--- config.mk ---
export PLATFORM = sky130hd
export DESIGN_NAME = decode_prefix_sequencer_flat
export DESIGN_NICKNAME = d
export VERILOG_FILES = /design/src/rtl/decode_prefix_sequencer_if.sv /design/src/rtl/decode_prefix_sequencer.sv /design/src/flat_wrapper.sv
export SDC_FILE = /design/constraint.sdc
export NUM_CORES = 1
export LEC_CHECK = 0
export CAP_MARGIN = 20
export CORE_ASPECT_RATIO = 0.9
export CORE_MARGIN = 1.5
export CORE_UTILIZATION = 57
export DETAILED_ROUTE_END_ITERATION = 6
export PLACE_DENSITY = 0.88
export SLEW_MARGIN = 10
export SYNTH_ARGS = -nofsm -noshare
export SYNTH_HDL_FRONTEND = slang
export SYNTH_SLANG_ARGS = --single-unit
--- constraint.sdc ---
create_clock -name i_clock -period 7.7 [get_ports i_clock]
set_input_delay 1.155 -clock i_clock [delete_from_list [all_inputs] [get_ports i_clock]]
set_output_delay 1.155 -clock i_clock [all_outputs]
set_load 0.02 [all_outputs]
--- src/rtl/decode_prefix_sequencer_if.sv ---
// Queue-side and decoder-side signals of the prefix sequencer.
// master = queue/decoder environment, slave = sequencer.
interface decode_prefix_sequencer_if;
    logic            i_flush;
    logic [3:0][7:0] i_queue_byte;
    logic [2:0]      i_queue_count;
    logic [2:0]      o_queue_consume;
    logic            o_valid;
    logic            i_ready;
    logic            o_lock;
    logic            o_repeat_not_equal;
    logic            o_repeat_equal;
    logic            o_segment_override;
    logic [2:0]      o_segment_override_index;
    logic            o_operand_size;
    logic            o_address_size;
    logic [3:0]      o_prefix_count;
    logic            o_error;

    modport master (
        output i_flush, i_queue_byte, i_queue_count, i_ready,
        input  o_queue_consume, o_valid, o_lock, o_repeat_not_equal, o_repeat_equal,
               o_segment_override, o_segment_override_index, o_operand_size,
               o_address_size, o_prefix_count, o_error
    );

    modport slave (
        input  i_flush, i_queue_byte, i_queue_count, i_ready,
        output o_queue_consume, o_valid, o_lock, o_repeat_not_equal, o_repeat_equal,
               o_segment_override, o_segment_override_index, o_operand_size,
               o_address_size, o_prefix_count, o_error
    );
endinterface

--- src/rtl/decode_prefix_sequencer.sv ---
// x86 prefix sequencer: scans up to four queue-head bytes per cycle, accumulates
// prefix state across cycles and hands one registered summary per instruction.

// Per-byte classifier; grp is one-hot {G4,G3,G2,G1}, all zero for an opcode byte.
module decode_prefix_lane (
    input  logic [7:0] qbyte,
    output logic [3:0] grp,
    output logic       lock,
    output logic       rep_ne,
    output logic       rep_eq,
    output logic [2:0] seg_idx
);
    always_comb begin
        grp     = '0;
        lock    = 1'b0;
        rep_ne  = 1'b0;
        rep_eq  = 1'b0;
        seg_idx = '0;
        case (qbyte)
            8'hF0: begin grp[0] = 1'b1; lock   = 1'b1; end
            8'hF2: begin grp[0] = 1'b1; rep_ne = 1'b1; end
            8'hF3: begin grp[0] = 1'b1; rep_eq = 1'b1; end
            8'h26: begin grp[1] = 1'b1; seg_idx = 3'd0; end
            8'h2E: begin grp[1] = 1'b1; seg_idx = 3'd1; end
            8'h36: begin grp[1] = 1'b1; seg_idx = 3'd2; end
            8'h3E: begin grp[1] = 1'b1; seg_idx = 3'd3; end
            8'h64: begin grp[1] = 1'b1; seg_idx = 3'd4; end
            8'h65: begin grp[1] = 1'b1; seg_idx = 3'd5; end
            8'h66: grp[2] = 1'b1;
            8'h67: grp[3] = 1'b1;
            default: ;
        endcase
    end
endmodule

module decode_prefix_sequencer #(
    parameter int MAX_PREFIX_BYTES = 14
) (
    input  logic                         i_clock,
    input  logic                         i_reset,
    decode_prefix_sequencer_if.slave     bus
);
    localparam int NUM_LANES = 4;

    typedef enum logic [1:0] {S_SCAN, S_HOLD, S_ERROR} state_t;
    typedef enum logic [1:0] {STOP_NONE, STOP_OPC, STOP_DUP, STOP_LEN} stop_t;

    state_t state;

    logic [3:0] grp_q;
    logic       lock_q, rne_q, req_q;
    logic [2:0] seg_idx_q;
    logic [3:0] cnt_q;
    logic       valid_q, err_q;

    logic [NUM_LANES-1:0][3:0] lane_grp;
    logic [NUM_LANES-1:0][2:0] lane_seg;
    logic [NUM_LANES-1:0]      lane_lock, lane_rne, lane_req;

    for (genvar g = 0; g < NUM_LANES; g++) begin : g_lane
        decode_prefix_lane u_lane (
            .qbyte   (bus.i_queue_byte[g]),
            .grp     (lane_grp[g]),
            .lock    (lane_lock[g]),
            .rep_ne  (lane_rne[g]),
            .rep_eq  (lane_req[g]),
            .seg_idx (lane_seg[g])
        );
    end

    logic [2:0] n_acc;
    stop_t      reason;
    logic       stopped;
    logic [3:0] win_grp;
    logic       w_lock, w_rne, w_req;
    logic [2:0] w_seg;

    // Accept the longest in-order run of prefixes; the first refusal decides why we stopped.
    always_comb begin
        n_acc   = '0;
        reason  = STOP_NONE;
        stopped = 1'b0;
        win_grp = '0;
        w_lock  = 1'b0;
        w_rne   = 1'b0;
        w_req   = 1'b0;
        w_seg   = '0;
        for (int k = 0; k < NUM_LANES; k++) begin
            if (!stopped && (3'(k) < bus.i_queue_count)) begin
                if (lane_grp[k] == 4'd0) begin
                    stopped = 1'b1;
                    reason  = STOP_OPC;
                end else if (|((grp_q | win_grp) & lane_grp[k])) begin
                    stopped = 1'b1;
                    reason  = STOP_DUP;
                end else if (({1'b0, cnt_q} + 5'(k) + 5'd1) > 5'(MAX_PREFIX_BYTES)) begin
                    stopped = 1'b1;
                    reason  = STOP_LEN;
                end else begin
                    n_acc   = n_acc + 3'd1;
                    win_grp = win_grp | lane_grp[k];
                    w_lock  = w_lock | lane_lock[k];
                    w_rne   = w_rne | lane_rne[k];
                    w_req   = w_req | lane_req[k];
                    w_seg   = w_seg | lane_seg[k];
                end
            end
        end
    end

    assign bus.o_queue_consume = (state == S_SCAN && !i_reset && !bus.i_flush) ? n_acc : 3'd0;

    always_ff @(posedge i_clock) begin
        if (i_reset || bus.i_flush) begin
            state     <= S_SCAN;
            grp_q     <= '0;
            lock_q    <= 1'b0;
            rne_q     <= 1'b0;
            req_q     <= 1'b0;
            seg_idx_q <= '0;
            cnt_q     <= '0;
            valid_q   <= 1'b0;
            err_q     <= 1'b0;
        end else begin
            case (state)
                S_SCAN: begin
                    grp_q     <= grp_q | win_grp;
                    lock_q    <= lock_q | w_lock;
                    rne_q     <= rne_q | w_rne;
                    req_q     <= req_q | w_req;
                    seg_idx_q <= seg_idx_q | w_seg;
                    cnt_q     <= cnt_q + {1'b0, n_acc};
                    if (reason == STOP_OPC) begin
                        state   <= S_HOLD;
                        valid_q <= 1'b1;
                    end else if (reason == STOP_DUP || reason == STOP_LEN) begin
                        state   <= S_ERROR;
                        valid_q <= 1'b1;
                        err_q   <= 1'b1;
                    end
                end
                S_HOLD, S_ERROR: begin
                    if (bus.i_ready) begin
                        state     <= S_SCAN;
                        grp_q     <= '0;
                        lock_q    <= 1'b0;
                        rne_q     <= 1'b0;
                        req_q     <= 1'b0;
                        seg_idx_q <= '0;
                        cnt_q     <= '0;
                        valid_q   <= 1'b0;
                        err_q     <= 1'b0;
                    end
                end
                default: state <= S_SCAN;
            endcase
        end
    end

    assign bus.o_valid                  = valid_q;
    assign bus.o_error                  = err_q;
    assign bus.o_lock                   = lock_q;
    assign bus.o_repeat_not_equal       = rne_q;
    assign bus.o_repeat_equal           = req_q;
    assign bus.o_segment_override       = grp_q[1];
    assign bus.o_segment_override_index = seg_idx_q;
    assign bus.o_operand_size           = grp_q[2];
    assign bus.o_address_size           = grp_q[3];
    assign bus.o_prefix_count           = cnt_q;
endmodule

--- src/flat_wrapper.sv ---
// flat-port wrapper written by rule: the top's interface ports become plain ports
module decode_prefix_sequencer_flat 
#(
    parameter int MAX_PREFIX_BYTES = 14
)
  (i_clock, i_reset, bus_i_flush, bus_i_queue_byte, bus_i_queue_count, bus_i_ready, bus_o_queue_consume, bus_o_valid, bus_o_lock, bus_o_repeat_not_equal, bus_o_repeat_equal, bus_o_segment_override, bus_o_segment_override_index, bus_o_operand_size, bus_o_address_size, bus_o_prefix_count, bus_o_error);
  decode_prefix_sequencer_if bus_i ();
  input  logic i_clock;
  input  logic i_reset;
  input wire logic [$bits(bus_i.i_flush)-1:0] bus_i_flush;
  input wire logic [$bits(bus_i.i_queue_byte)-1:0] bus_i_queue_byte;
  input wire logic [$bits(bus_i.i_queue_count)-1:0] bus_i_queue_count;
  input wire logic [$bits(bus_i.i_ready)-1:0] bus_i_ready;
  output wire logic [$bits(bus_i.o_queue_consume)-1:0] bus_o_queue_consume;
  output wire logic [$bits(bus_i.o_valid)-1:0] bus_o_valid;
  output wire logic [$bits(bus_i.o_lock)-1:0] bus_o_lock;
  output wire logic [$bits(bus_i.o_repeat_not_equal)-1:0] bus_o_repeat_not_equal;
  output wire logic [$bits(bus_i.o_repeat_equal)-1:0] bus_o_repeat_equal;
  output wire logic [$bits(bus_i.o_segment_override)-1:0] bus_o_segment_override;
  output wire logic [$bits(bus_i.o_segment_override_index)-1:0] bus_o_segment_override_index;
  output wire logic [$bits(bus_i.o_operand_size)-1:0] bus_o_operand_size;
  output wire logic [$bits(bus_i.o_address_size)-1:0] bus_o_address_size;
  output wire logic [$bits(bus_i.o_prefix_count)-1:0] bus_o_prefix_count;
  output wire logic [$bits(bus_i.o_error)-1:0] bus_o_error;
  assign bus_i.i_flush = bus_i_flush;
  assign bus_i.i_queue_byte = bus_i_queue_byte;
  assign bus_i.i_queue_count = bus_i_queue_count;
  assign bus_i.i_ready = bus_i_ready;
  assign bus_o_queue_consume = bus_i.o_queue_consume;
  assign bus_o_valid = bus_i.o_valid;
  assign bus_o_lock = bus_i.o_lock;
  assign bus_o_repeat_not_equal = bus_i.o_repeat_not_equal;
  assign bus_o_repeat_equal = bus_i.o_repeat_equal;
  assign bus_o_segment_override = bus_i.o_segment_override;
  assign bus_o_segment_override_index = bus_i.o_segment_override_index;
  assign bus_o_operand_size = bus_i.o_operand_size;
  assign bus_o_address_size = bus_i.o_address_size;
  assign bus_o_prefix_count = bus_i.o_prefix_count;
  assign bus_o_error = bus_i.o_error;
  decode_prefix_sequencer #(.MAX_PREFIX_BYTES(MAX_PREFIX_BYTES)) u_core (.i_clock(i_clock), .i_reset(i_reset), .bus(bus_i));
endmodule
# Yosys cells after proc, flatten, opt, wreduce, memory -nomap -nowiden
# Index checks and enable logic that the tools add are counted.
dict set report classes {
  magnitude_cmp 8
  eq_ne 53
  n_addsub 10
  reduce_logical 35
  mux 175
  bitwise_logic 27
}
# operator count
set ops {}
lappend ops {{$eq A8 B6 Y1 const B} 16}
lappend ops {{$eq A8 B7 Y1 const B} 16}
lappend ops {{$mux W3} 33}
lappend ops {{$eq A8 B8 Y1 const B} 12}
lappend ops {{$mux W1} 93}
lappend ops {{$mux W4} 17}
lappend ops {{$pmux W3 S5} 4}
lappend ops {{$mux W2} 19}
lappend ops {{$or A4 B4 Y4} 7}
lappend ops {{$reduce_or A6 Y1} 4}
lappend ops {{$gt A5 B4 Y1 const B} 4}
lappend ops {{$and A4 B4 Y4} 4}
lappend ops {{$logic_not A4 Y1} 4}
lappend ops {{$pmux W4 S2} 2}
lappend ops {{$reduce_or A4 Y1} 4}
lappend ops {{$add A5 B1 Y5 const B} 3}
lappend ops {{$or A1 B1 Y1} 12}
lappend ops {{$or A3 B3 Y3} 4}
lappend ops {{$reduce_or A3 Y1} 4}
lappend ops {{$add A4 B2 Y5 const B} 2}
lappend ops {{$pmux W1 S2} 5}
lappend ops {{$add A3 B1 Y3 const B} 3}
lappend ops {{$eq A2 B2 Y1 const B} 3}
lappend ops {{$lt A1 B3 Y1 const A} 2}
lappend ops {{17 further kinds} 31}
dict set report totals {
  wordCells 317
  in_bits 39
  out_inout_bits 18
  regBits 18
}

# Depth between registers and ports, before layout
dict set report depth {
  depth_word 31
  ltp_mapped 20
  depth_no_buf 19
}

# By module
# From an unflattened synthesis, not the netlist that was laid out.
dict set report unflattened {
  hier_cells 378
  hier_area_um2 2895.3
}
# mod seq_area_each_um2 instances cells_each area_each_um2
set by_module_without_submodules {}
lappend by_module_without_submodules {decode_prefix_sequencer 360.3 1 290 2339.7}
lappend by_module_without_submodules {decode_prefix_lane 0.0 4 22 138.9}

# Worst setup path before layout
# OpenSTA, ideal clock, no wires.
dict set report synth_timing {
  kind {in2out}
  from {in bus_i_queue_byte[0]}
  to {out bus_o_queue_consume[1]}
  path_buffers 1
  t_required_ns 6.545
  setup_slack_ns 2.402
  path_stages 12
  arrival_ns 4.143
  path_cell_list {buf_4 or3b_1 nor2_4 o311ai_2 nor3_1 ha_1 o21a_1 ha_1 mux2_2 ha_1 mux2i_1 nor2_1}
}
dict set report synth_between {
  elab_chain_len 27
  word_cells_on_any_way 79
  cone_classes {3 x add/sub; 11 x eq/ne; 43 x mux; 9 x bitwise; 13 x reduce/logical}
}
# element line_no
set synth_lines {}
lappend synth_lines {{start: declaration} flat_wrapper.sv:11} ;# input wire logic [$bits(bus_i.i_queue_byte)-1:0] bus_i_queue_byte;
lappend synth_lines {{branches (longest 25 deep; another with $add A3 B1 Y3)} --}
lappend synth_lines {{$mux W3 *} decode_prefix_sequencer.sv:89} ;# if (!stopped && (3'(k) < bus.i_queue_count)) begin
lappend synth_lines {{$mux W3 *} decode_prefix_sequencer.sv:111} ;# assign bus.o_queue_consume = (state == S_SCAN && !i_reset && !bus.i_flush) ? n_acc : 3'd0;
lappend synth_lines {{end: declaration} flat_wrapper.sv:14} ;# output wire logic [$bits(bus_i.o_queue_consume)-1:0] bus_o_queue_consume;
# Mark *: on every way between the ends.

# Final worst setup path
dict set report layout_timing {
  from {in bus_i_queue_byte[0]}
  to {out bus_o_queue_consume[2]}
}
# Same word-level chain as after synthesis.

==> results.md <==
* Cell type group with the largest total delay on the critical path: buffers and inverters
* Global-route wire length before repair at between 10000 and 15000 um
* Tot Pwr at 0.244 mW
* Slew @ Worst Pin at roughly 0.72 ns
* Leading cell types by count after synthesis: nor2_1 (36), a21oi_1 (29), nand2_1 (29), nand3_1 (21), o21ai_0 (19)
* Count of cells resized by post-cts repair at 0
* Count of yosys warnings during synthesis at 0
* Leakage power at 1.19 nW
* Worst Hold Class: flip-flop to flip-flop
* Min Tclk post-route at 6.74 ns
* Die outline width at 76.4 um
* Unrepaired setup endpoints after global routing: no
* Total standard cell area after synthesis at between 0.002 and 0.003 mm2
* Post-Syn Area per Cell at about 7.5 um2
* Share of synthesized flip-flops with an asynchronous set or reset at 0%
* Smallest hold slack at 0.493 ns
* Final setup skew at 0.00250 ns
* Number of synthesized register bits at 18
* Site row count at 23
* Largest vdd supply drop at 130 uV
* Buffers added on ports at 56
* Remaining Overflow, GRT at 0
* Share of the core filled with cells at 74.7%
* Final clock period utilization by the worst path at 87.5%
* Crit path required time at 6.55 ns
* Max H-tree Level at 1
* Clock transition time at the flip-flop clock pins of the worst setup and hold paths at 0.07 ns
* Average wire length per cell after detail routing at 17.4 um
* Maximum count of clock buffers along a single path at 2
* Sequential area share after synthesis at around an eighth
* Final-report hold violation count at 0
* Latest clock arrival within the worst-skew pair at 0.26 ns
* Global placer's final weighted congestion at 1.01
* Critical path cell sequence: clkdlybuf4s50_1 -> or3b_1 -> a21oi_1 -> a221o_2 -> nor3_1 -> ha_1 -> o21a_1 -> ha_1 -> mux2_2 -> ha_1 -> nand2_2 -> xor2_2 -> nor2b_4 -> clkdlybuf4s50_1
* Number of instances in the synthesized netlist at 370
* Kind of critical path: primary input to output pin
* Total die area at 0.00527 mm2
* Number of max-slew violations in the final report at 0
* Sort of element at the end of the critical path: output pin
* Buffer cell driving the clock tree root: clkbuf_8
* GRT Resource Usage Total at 31.2%
* MaxCap Viol Count at 0
* Biggest cell delay along the critical path at 0.65 ns
* CTS tree: yes
* Top area cells in the synthesized netlist: dfxtp_1 (13%), ha_1 (7.7%), a21oi_1 (5.3%), nor2_1 (4.9%), nand2_1 (3.9%)
* Max-Slew Margin vs Limit at 51.8%
* WP data arrival at 5.59 ns
* Worst setup SP type: primary input
* Outcome: finished, final reports clean
* Cell taking the most area after synthesis: dfxtp_1
* Fmax at 148 MHz
* Share of the synthesized area in the top cell type at around an eighth
* Crit-path most repeated cell: ha_1
* Most used flip-flop cell after synthesis: dfxtp_1
* IO Count at 57
* Via density per instance at between 6 and 7
* Starting utilization of the core area at between 60% and 70%
* Number of different library cells in the post-synthesis netlist at 87
* Peak fanout along the critical path at 9
* Syn nets at around 430
* Buffering stage count on the worst path with inverters included at 2
* Maximum number of pins on one net before global-route repair at 11
* Die Ht at between 60 and 70 um
* Area of the core region at between 0.004 and 0.005 mm2
* Setup Viol. Count Final at 0
* Number of antenna violations at the first check in global routing at 0
* Sum Neg Setup Slack at 0 ns
* Clock net sink count at 18
* Fraction of final layout cells sized beyond drive strength 1 at 9.52%
* Pre-CTS WS at approximately 1.0 ns
* Number of detailed-routing iterations run before antenna repair at 5
* Detail Route Antenna Nets at 0
* Final WL at approximately 8400 um
* Most common cell in the netlist: nor2_1
* Slowest cell on the critical path: clkdlybuf4s50_1
* Placed wire-length estimate after detailed placement at 6800 um
* Hold buffers post-CTS at 0
* Number of global-route vias before repair at 2846
* Violation count after the first detailed-route iteration at 352
* Number of synthesized flops with an enable pin at 0
* Nets@finish at around 480
* Number of remaining DRC errors at 0
* Final WS setup at 0.959 ns
* Antenna cell count at 0
* Syn-to-layout area delta at 23.1%
* Vias after detailed routing at 3192
* Power per standard cell area at 71.7 mW/mm2
* TritonCTS buffer count at 3
* Setup Fix Bufs, Post-CTS at 0
power breakdown:
group	internal, mW	switching [mW]
clock	0.0456	0.0336
sequential	0.0941	0.000851
combinational	0.0319	0.0376
total	0.172	0.0721
area by class of cell:
cell class              instances  area, um2
repair buffers                 56        561
multi-input cells             325       2280
flip-flops and latches         18        360
clock buffers                   4       55.1
inverters                      17       63.8
well taps                      62       77.6
fillers                       376       1150
sequential cells by signal, summed over array words and instances, names as in the netlist:
name                                 flops
u_core.bus.o_valid                       1
u_core.bus.o_segment_override_index      3
u_core.grp_q                             4
u_core.bus.o_lock                        1
u_core.bus.o_prefix_count                4
u_core.bus.o_repeat_equal                1
u_core.bus.o_repeat_not_equal            1
u_core.bus.o_error                       1
u_core.state                             2
metal layers:
| layer | vias up | part of all wire, % | track usage, % |
|---|---|---|---|
| met4 | 0 | 1.1 | 6.58 |
| met1 | 1464 | 44 | 44.7 |
| met3 | 14 | 11 | 5.17 |
| met2 | 201 | 44 | 49.2 |
| met5 | - | 0 | 0 |
| li1 | 1513 | - | - |
metrics by stage:
step	cells	cell area, um2
3_5_place_dp	478	3340
4_1_cts	482	3400
2_1_floorplan	370	2760
5_1_grt	482	3400
6_report	482	3400
3_3_place_gp	478	3340
logic make-up after synthesis:
logic type	share of synthesized area, %
and+or+nand+nor	36.5
adders and majority gates	8.43
buffers and inverters	4.31
AOI/OAI and AO/OA	31.2
xor gates and xnor gates	3.35
muxes	3.08
DFF	13.1
cells in the final DEF, fill, tap and decap left out, drive strengths merged, types with 3 or more instances in the layout:
cell,instances
o21a,6
xnor2,4
clkbuf,4
o221ai,3
a31oi,11
and4b,4
nand2b,8
a21oi,29
clkdlybuf4s50,56
nor3,13
o31ai,6
a22oi,3
mux2,4
a21o,3
and2,3
nor2,39
nor3b,3
nand4,6
nand3b,4
and3b,3
and3,4
nand2,30
xor2,4
mux2i,4
ha,17
nor4,6
a21boi,4
o21ai,24
dfxtp,18
nand3,22
nor4b,3
inv,17
or3,6
nor2b,7
or4,3
worst paths after layout:
| check | start | end | slack [ns] | depth (start not counted) |
|---|---|---|---|---|
| hold / removal | u_core.bus.o_valid | u_core.bus.o_valid | 0.49 | 2 |
| setup reg to reg | u_core.bus.o_prefix_count[0] | u_core.bus.o_prefix_count[3] | 2.76 | 17 |
| hold reg to reg | u_core.bus.o_valid | u_core.bus.o_valid | 0.49 | 2 |
| setup / recovery | bus_i_queue_byte[0] | bus_o_queue_consume[2] | 0.96 | 14 |
tightest hold or removal path, cell delays in order, from the launching register on:
cell     delay, ns
dfxtp_1       0.32
nand2_1       0.06
nand3_1       0.06
Note: power is estimated with default switching activity, not from simulation.
